## src/rtl/sub_arb_pkg.sv

```systemverilog
// Shared types and constants for the subtractor-sharing arbiter.
// Used by rtl/sub_share_arbiter.sv and its optional SUB_ARB_STATS_EN counters.
package sub_arb_pkg;

  typedef enum logic {
    EMPTY = 1'b0,
    FULL  = 1'b1
  } sub_arb_state_t;

  localparam int SUB_ARB_STAT_W = 16;

  // Saturating increment used by the statistics counters.
  function automatic logic [SUB_ARB_STAT_W-1:0] sat_inc(input logic [SUB_ARB_STAT_W-1:0] v);
    return (v == '1) ? v : v + SUB_ARB_STAT_W'(1);
  endfunction

endpackage

```

## src/rtl/param_subtractor.sv

```systemverilog
// Unsigned wrapping subtractor: diff = (a - b) mod 2^WIDTH, borrow = (a < b).
// Purely combinational.
module param_subtractor #(
  parameter int WIDTH = 8
) (
  input  logic [WIDTH-1:0] a,
  input  logic [WIDTH-1:0] b,
  output logic [WIDTH-1:0] diff,
  output logic             borrow
);

  // The extra top bit of the widened difference is the borrow out.
  assign {borrow, diff} = {1'b0, a} - {1'b0, b};

endmodule

```

## src/rtl/rr_pick.sv

```systemverilog
// Combinational round-robin picker: first asserted request scanning from ptr upward,
// wrapping modulo NREQ. Produces a one-hot grant, its index and a found flag.
module rr_pick #(
  parameter  int NREQ = 4,
  localparam int IDXW = $clog2(NREQ)
) (
  input  logic [NREQ-1:0] req,
  input  logic [IDXW-1:0] ptr,
  output logic [NREQ-1:0] grant,
  output logic [IDXW-1:0] idx,
  output logic            found
);

  int j;

  always_comb begin
    grant = '0;
    idx   = '0;
    found = 1'b0;
    j     = 0;
    for (int k = 0; k < NREQ; k++) begin
      j = int'(ptr) + k;
      if (j >= NREQ) begin
        j = j - NREQ;
      end
      if (!found && req[j]) begin
        found    = 1'b1;
        grant[j] = 1'b1;
        idx      = IDXW'(j);
      end
    end
  end

endmodule

```

## src/rtl/sub_share_arbiter.sv

```systemverilog
// Round-robin sharing of one param_subtractor among NREQ requesters, with a one-entry
// registered result slot. Define SUB_ARB_STATS_EN to add saturating transfer counters.
module sub_share_arbiter
  import sub_arb_pkg::*;
#(
  parameter  int WIDTH = 8,
  parameter  int NREQ  = 4,
  localparam int IDXW  = $clog2(NREQ)
) (
  input  logic                  clk,
  input  logic                  rst_n,
  input  logic [NREQ-1:0]       req_valid,
  output logic [NREQ-1:0]       req_ready,
  input  logic [NREQ*WIDTH-1:0] req_a,
  input  logic [NREQ*WIDTH-1:0] req_b,
  output logic                  rsp_valid,
  input  logic                  rsp_ready,
  output logic [IDXW-1:0]       rsp_id,
  output logic [WIDTH-1:0]      rsp_diff,
  output logic                  rsp_borrow
`ifdef SUB_ARB_STATS_EN
  ,
  output logic [SUB_ARB_STAT_W-1:0] stat_ops,
  output logic [SUB_ARB_STAT_W-1:0] stat_borrows
`endif
);

  sub_arb_state_t   state, state_next;
  logic [IDXW-1:0]  ptr;
  logic [IDXW-1:0]  win_idx;
  logic [NREQ-1:0]  win_grant;
  logic             win_found;
  logic             slot_free;
  logic             do_grant;
  logic [WIDTH-1:0] sel_a, sel_b;
  logic [WIDTH-1:0] sub_diff;
  logic             sub_borrow;

  rr_pick #(.NREQ(NREQ)) u_pick (
    .req   (req_valid),
    .ptr   (ptr),
    .grant (win_grant),
    .idx   (win_idx),
    .found (win_found)
  );

  // rsp_ready feeds req_ready combinationally so a draining slot refills in the same cycle.
  assign slot_free = (state == EMPTY) || rsp_ready;
  assign do_grant  = slot_free && win_found && rst_n;
  assign req_ready = do_grant ? win_grant : '0;
  assign rsp_valid = (state == FULL);

  assign sel_a = req_a[int'(win_idx)*WIDTH +: WIDTH];
  assign sel_b = req_b[int'(win_idx)*WIDTH +: WIDTH];

  param_subtractor #(.WIDTH(WIDTH)) u_sub (
    .a      (sel_a),
    .b      (sel_b),
    .diff   (sub_diff),
    .borrow (sub_borrow)
  );

  always_comb begin
    state_next = state;
    case (state)
      EMPTY:   if (win_found) state_next = FULL;
      FULL:    if (rsp_ready && !win_found) state_next = EMPTY;
      default: state_next = EMPTY;
    endcase
  end

  always_ff @(posedge clk or negedge rst_n) begin
    if (!rst_n) begin
      state <= EMPTY;
    end else begin
      state <= state_next;
    end
  end

  always_ff @(posedge clk or negedge rst_n) begin
    if (!rst_n) begin
      ptr        <= '0;
      rsp_id     <= '0;
      rsp_diff   <= '0;
      rsp_borrow <= 1'b0;
    end else if (do_grant) begin
      ptr        <= (win_idx == IDXW'(NREQ - 1)) ? '0 : win_idx + 1'b1;
      rsp_id     <= win_idx;
      rsp_diff   <= sub_diff;
      rsp_borrow <= sub_borrow;
    end
  end

`ifdef SUB_ARB_STATS_EN
  logic rsp_xfer;
  assign rsp_xfer = rsp_valid && rsp_ready;

  always_ff @(posedge clk or negedge rst_n) begin
    if (!rst_n) begin
      stat_ops     <= '0;
      stat_borrows <= '0;
    end else if (rsp_xfer) begin
      stat_ops <= sat_inc(stat_ops);
      if (rsp_borrow) begin
        stat_borrows <= sat_inc(stat_borrows);
      end
    end
  end
`endif

endmodule
```

## config.mk

```make
export PLATFORM = sky130hd
export DESIGN_NAME = sub_share_arbiter
export DESIGN_NICKNAME = d
export VERILOG_FILES = /design/src/rtl/sub_arb_pkg.sv /design/src/rtl/param_subtractor.sv /design/src/rtl/rr_pick.sv /design/src/rtl/sub_share_arbiter.sv
export SDC_FILE = /design/constraint.sdc
export NUM_CORES = 1
export LEC_CHECK = 0
export ABC_AREA = 1
export CAP_MARGIN = 20
export CELL_PAD_IN_SITES_DETAIL_PLACEMENT = 0
export CELL_PAD_IN_SITES_GLOBAL_PLACEMENT = 1
export CORE_MARGIN = 2
export CORE_UTILIZATION = 30
export CTS_CLUSTER_DIAMETER = 60
export CTS_CLUSTER_SIZE = 8
export DETAILED_ROUTE_END_ITERATION = 6
export PLACE_DENSITY = 0.89
export RECOVER_POWER = 25
export SLEW_MARGIN = 10
export SYNTH_ARGS = -nofsm -noshare
export SYNTH_HDL_FRONTEND = slang
export SYNTH_SLANG_ARGS = --single-unit
```

## constraint.sdc

```tcl
create_clock -name clk -period 9.25 [get_ports clk]
set_input_delay 0.925 -clock clk [delete_from_list [all_inputs] [get_ports clk]]
set_output_delay 0.925 -clock clk [all_outputs]
set_load 0.01 [all_outputs]
```

==> flow_metrics.tcl <==
set metrics [dict create \
    rrSetupSlack_ns 4.94 \
    yosys-top-cells-count "nand2_1, nand3_1, inv_1" \
    reg2reg_to "rsp_borrow$_DFFE_PN0P_" \
    hold_violations 0 \
    place_ws_ns 4.54 \
    die_y_um 84.4 \
    fillCellCount 666 \
    core_mm2 0.00631 \
    slew-limit-headroom 0.557 \
    clk_latency_ns 0.24 \
    n_antenna_cell 0 \
    multi_input_area_mm2 0.00135 \
    wl_per_cell_um 11.7 \
    hp-start "rsp_diff[1]$_DFFE_PN0P_" \
    yosysSeqAreaShare 0.181 \
    cts_buffers 3 \
    ys_top_cells_by_area "nand2_1, dfrtp_1, nand3_1" \
    regArea_um2 350 \
    die_w_um 84.4 \
    status "complete, no violations" \
    numPortBuffers 86 \
    htreeDepth 1 \
    hold_buffers 0 \
    io_pins 87 \
    fin_nets 475 \
    tightest_slew_ns 0.663 \
    worstPathArrival_ns 4.66 \
    num_rows 29 \
    clk_pin_slew_ns 0.06 \
    regToRegStartpoint "ptr[0]$_DFFE_PN0P_" \
    min_to "rsp_diff[1]$_DFFE_PN0P_" \
    vias 2259 \
    place_hpwl_um 4490 \
    drtIter0Drc 144 \
    fin_ws_ns 4.77 \
    syn_area_mm2 0.00194 \
    async_flop_share 1.00 \
    ys_warn_count 0 \
    final_cells 467 \
    hold_path.class "flip-flop to flip-flop" \
    ys_types 27 \
    cts_tree "built" \
    fmax_mhz 223 \
    cts_sinks 14 \
    syn_to_final_growth_pct 47.8 \
    synth_ff_type "dfrtp_1" \
    grt_pass1_wl_um 9240 \
    worstPathMaxFanout 34 \
    skew_ns 0.00210 \
    crit_path_start_kind "input pin" \
    grt_max_degree 35 \
    setup_tns_ns 0 \
    dr.pass1.iters 5 \
    synth_nets 396 \
    ant_nets 0 \
    startpoint "req_valid[3]" \
    dp_cells 463 \
    place_congestion 0.829 \
    reg2regPathDepth 22 \
    rsz0062_at_grt "no" \
    setup_violations 0 \
    initial_core_util 0.307 \
    clock-root-buffer "clkbuf_8" \
    synth_top_area_frac 0.193 \
    period_share 0.484 \
    synthCells 312 \
    crit_required_ns 9.43 \
    end_kind "flip-flop" \
    yosys.area.top_type "nand2_1" \
    report.final.slew_viol_count 0 \
    timing_worst_setup_path_type "input pin to flip-flop" \
    drive_above_1_share 0.0615 \
    grt_overflow 0 \
    synth_seq_cells 14 \
    final_core_util 0.454 \
    via_per_inst 4.84 \
    drv_cap 0 \
    yosysMostFrequentCell "nand2_1" \
    grt_usage 0.151 \
    post-route-drc-count 0 \
    postCtsSetupBuffers 0 \
    syn_avg_cell_area_um2 6.22 \
    grt_pass1_vias 2150 \
    ctsResizeCount 0 \
    period_minus_slack_ns 4.48 \
    die_area_mm2 0.00713 \
    antenna_found_initial 0 \
    drt_wl_total_um 5470 \
    clk_path_buf_depth 2 \
    synth_edf_count 0 \
    worstHoldPathCells 2 \
]
-- state kept, by name, summed over array words and instances (netlist names) --
name	count
rsp_valid	1
rsp_diff	8
ptr	2
rsp_borrow	1
rsp_id	2
-- area by class of cell --
| cell class | count | share of cell area |
|---|---|---|
| Clock buffer | 4 | 0.0192 |
| Tap cell | 77 | 0.0336 |
| Sequential cell | 14 | 0.122 |
| Multi-Input combinational cell | 244 | 0.470 |
| Inverter | 42 | 0.0550 |
| Timing Repair Buffer | 86 | 0.300 |
-- worst max-delay path by stage --
stage	endpoint	depth (start not counted)
after floorplan	rsp_borrow$_DFFE_PN0P_	24
after CTS	rsp_borrow$_DFFE_PN0P_	22
after detailed placement	rsp_borrow$_DFFE_PN0P_	22
after global placement	rsp_borrow$_DFFE_PN0P_	22
final	rsp_borrow$_DFFE_PN0P_	22
after global routing	rsp_borrow$_DFFE_PN0P_	22
-- worst max-delay path, stage by stage --
cell             delay, ns
clkdlybuf4s50_1       0.51
inv_1                 0.05
nand2_1               0.06
nand3_2               0.10
nand2_4               0.13
inv_2                 0.07
nand2_2               0.12
nand3_2               0.53
nand2_4               0.55
nand2_1               0.09
nand3_1               0.08
nand2_1               0.10
fa_1                  0.47
nand3_1               0.10
nand3_1               0.10
nand2_1               0.07
nand2_1               0.05
a21oi_1               0.19
nor2_1                0.06
o21ai_0               0.15
nand2_1               0.07
nand2_1               0.05
-- stage by stage --
stage / instance area [um^2] / hold slack (ns)
after floorplan: 1940 / 0.515
after global placement: 2810 / 0.470
after detailed placement: 2810 / 0.470
after CTS: 2870 / 0.486
after global routing: 2870 / 0.508
final: 2870 / 0.480
-- per-layer routing --
| metal | global-route usage | share of wire |
|---|---|---|
| met1 | 0.222 | 0.49 |
| met2 | 0.245 | 0.43 |
| met3 | 0.0128 | 0.067 |
| met4 | 0.0245 | 0.0038 |
| met5 | 0 | 0 |
-- cell usage in the layout, fill, tap and decap left out --
cell type        count
nor3_1               1
nand3_2              3
dlygate4sd3_1        1
a21boi_0             2
nand3_1             57
nand3b_1            16
a21o_1               1
inv_2                5
ha_1                12
inv_1               37
o21ai_0              9
nand2_4              3
nand2_2              6
xor2_1               3
o221ai_1             4
o21a_1               2
nand4_1              1
dfrtp_1             14
a21oi_1             11
nand2_1            100
nand4_2              2
nor2_4               1
fa_1                 1
o311ai_0             1
clkbuf_8             4
clkdlybuf4s50_1     85
xnor2_1              2
nor2_1               6
-- kinds of logic (layout without fill, tap and decap cells) --
family | Yosys count | in the layout | synth area share
simple gates | 196 | 196 | 0.491
fa+ha+maj | 13 | 13 | 0.0877
buf+inv | 54 | 132 | 0.125
flops | 14 | 14 | 0.181
compound gates | 30 | 30 | 0.0935
xor+xnor | 5 | 5 | 0.0226
Power is left out: the tool's default activity adds up to more than one toggle a clock period on the data nets, which glitch-free logic cannot reach.
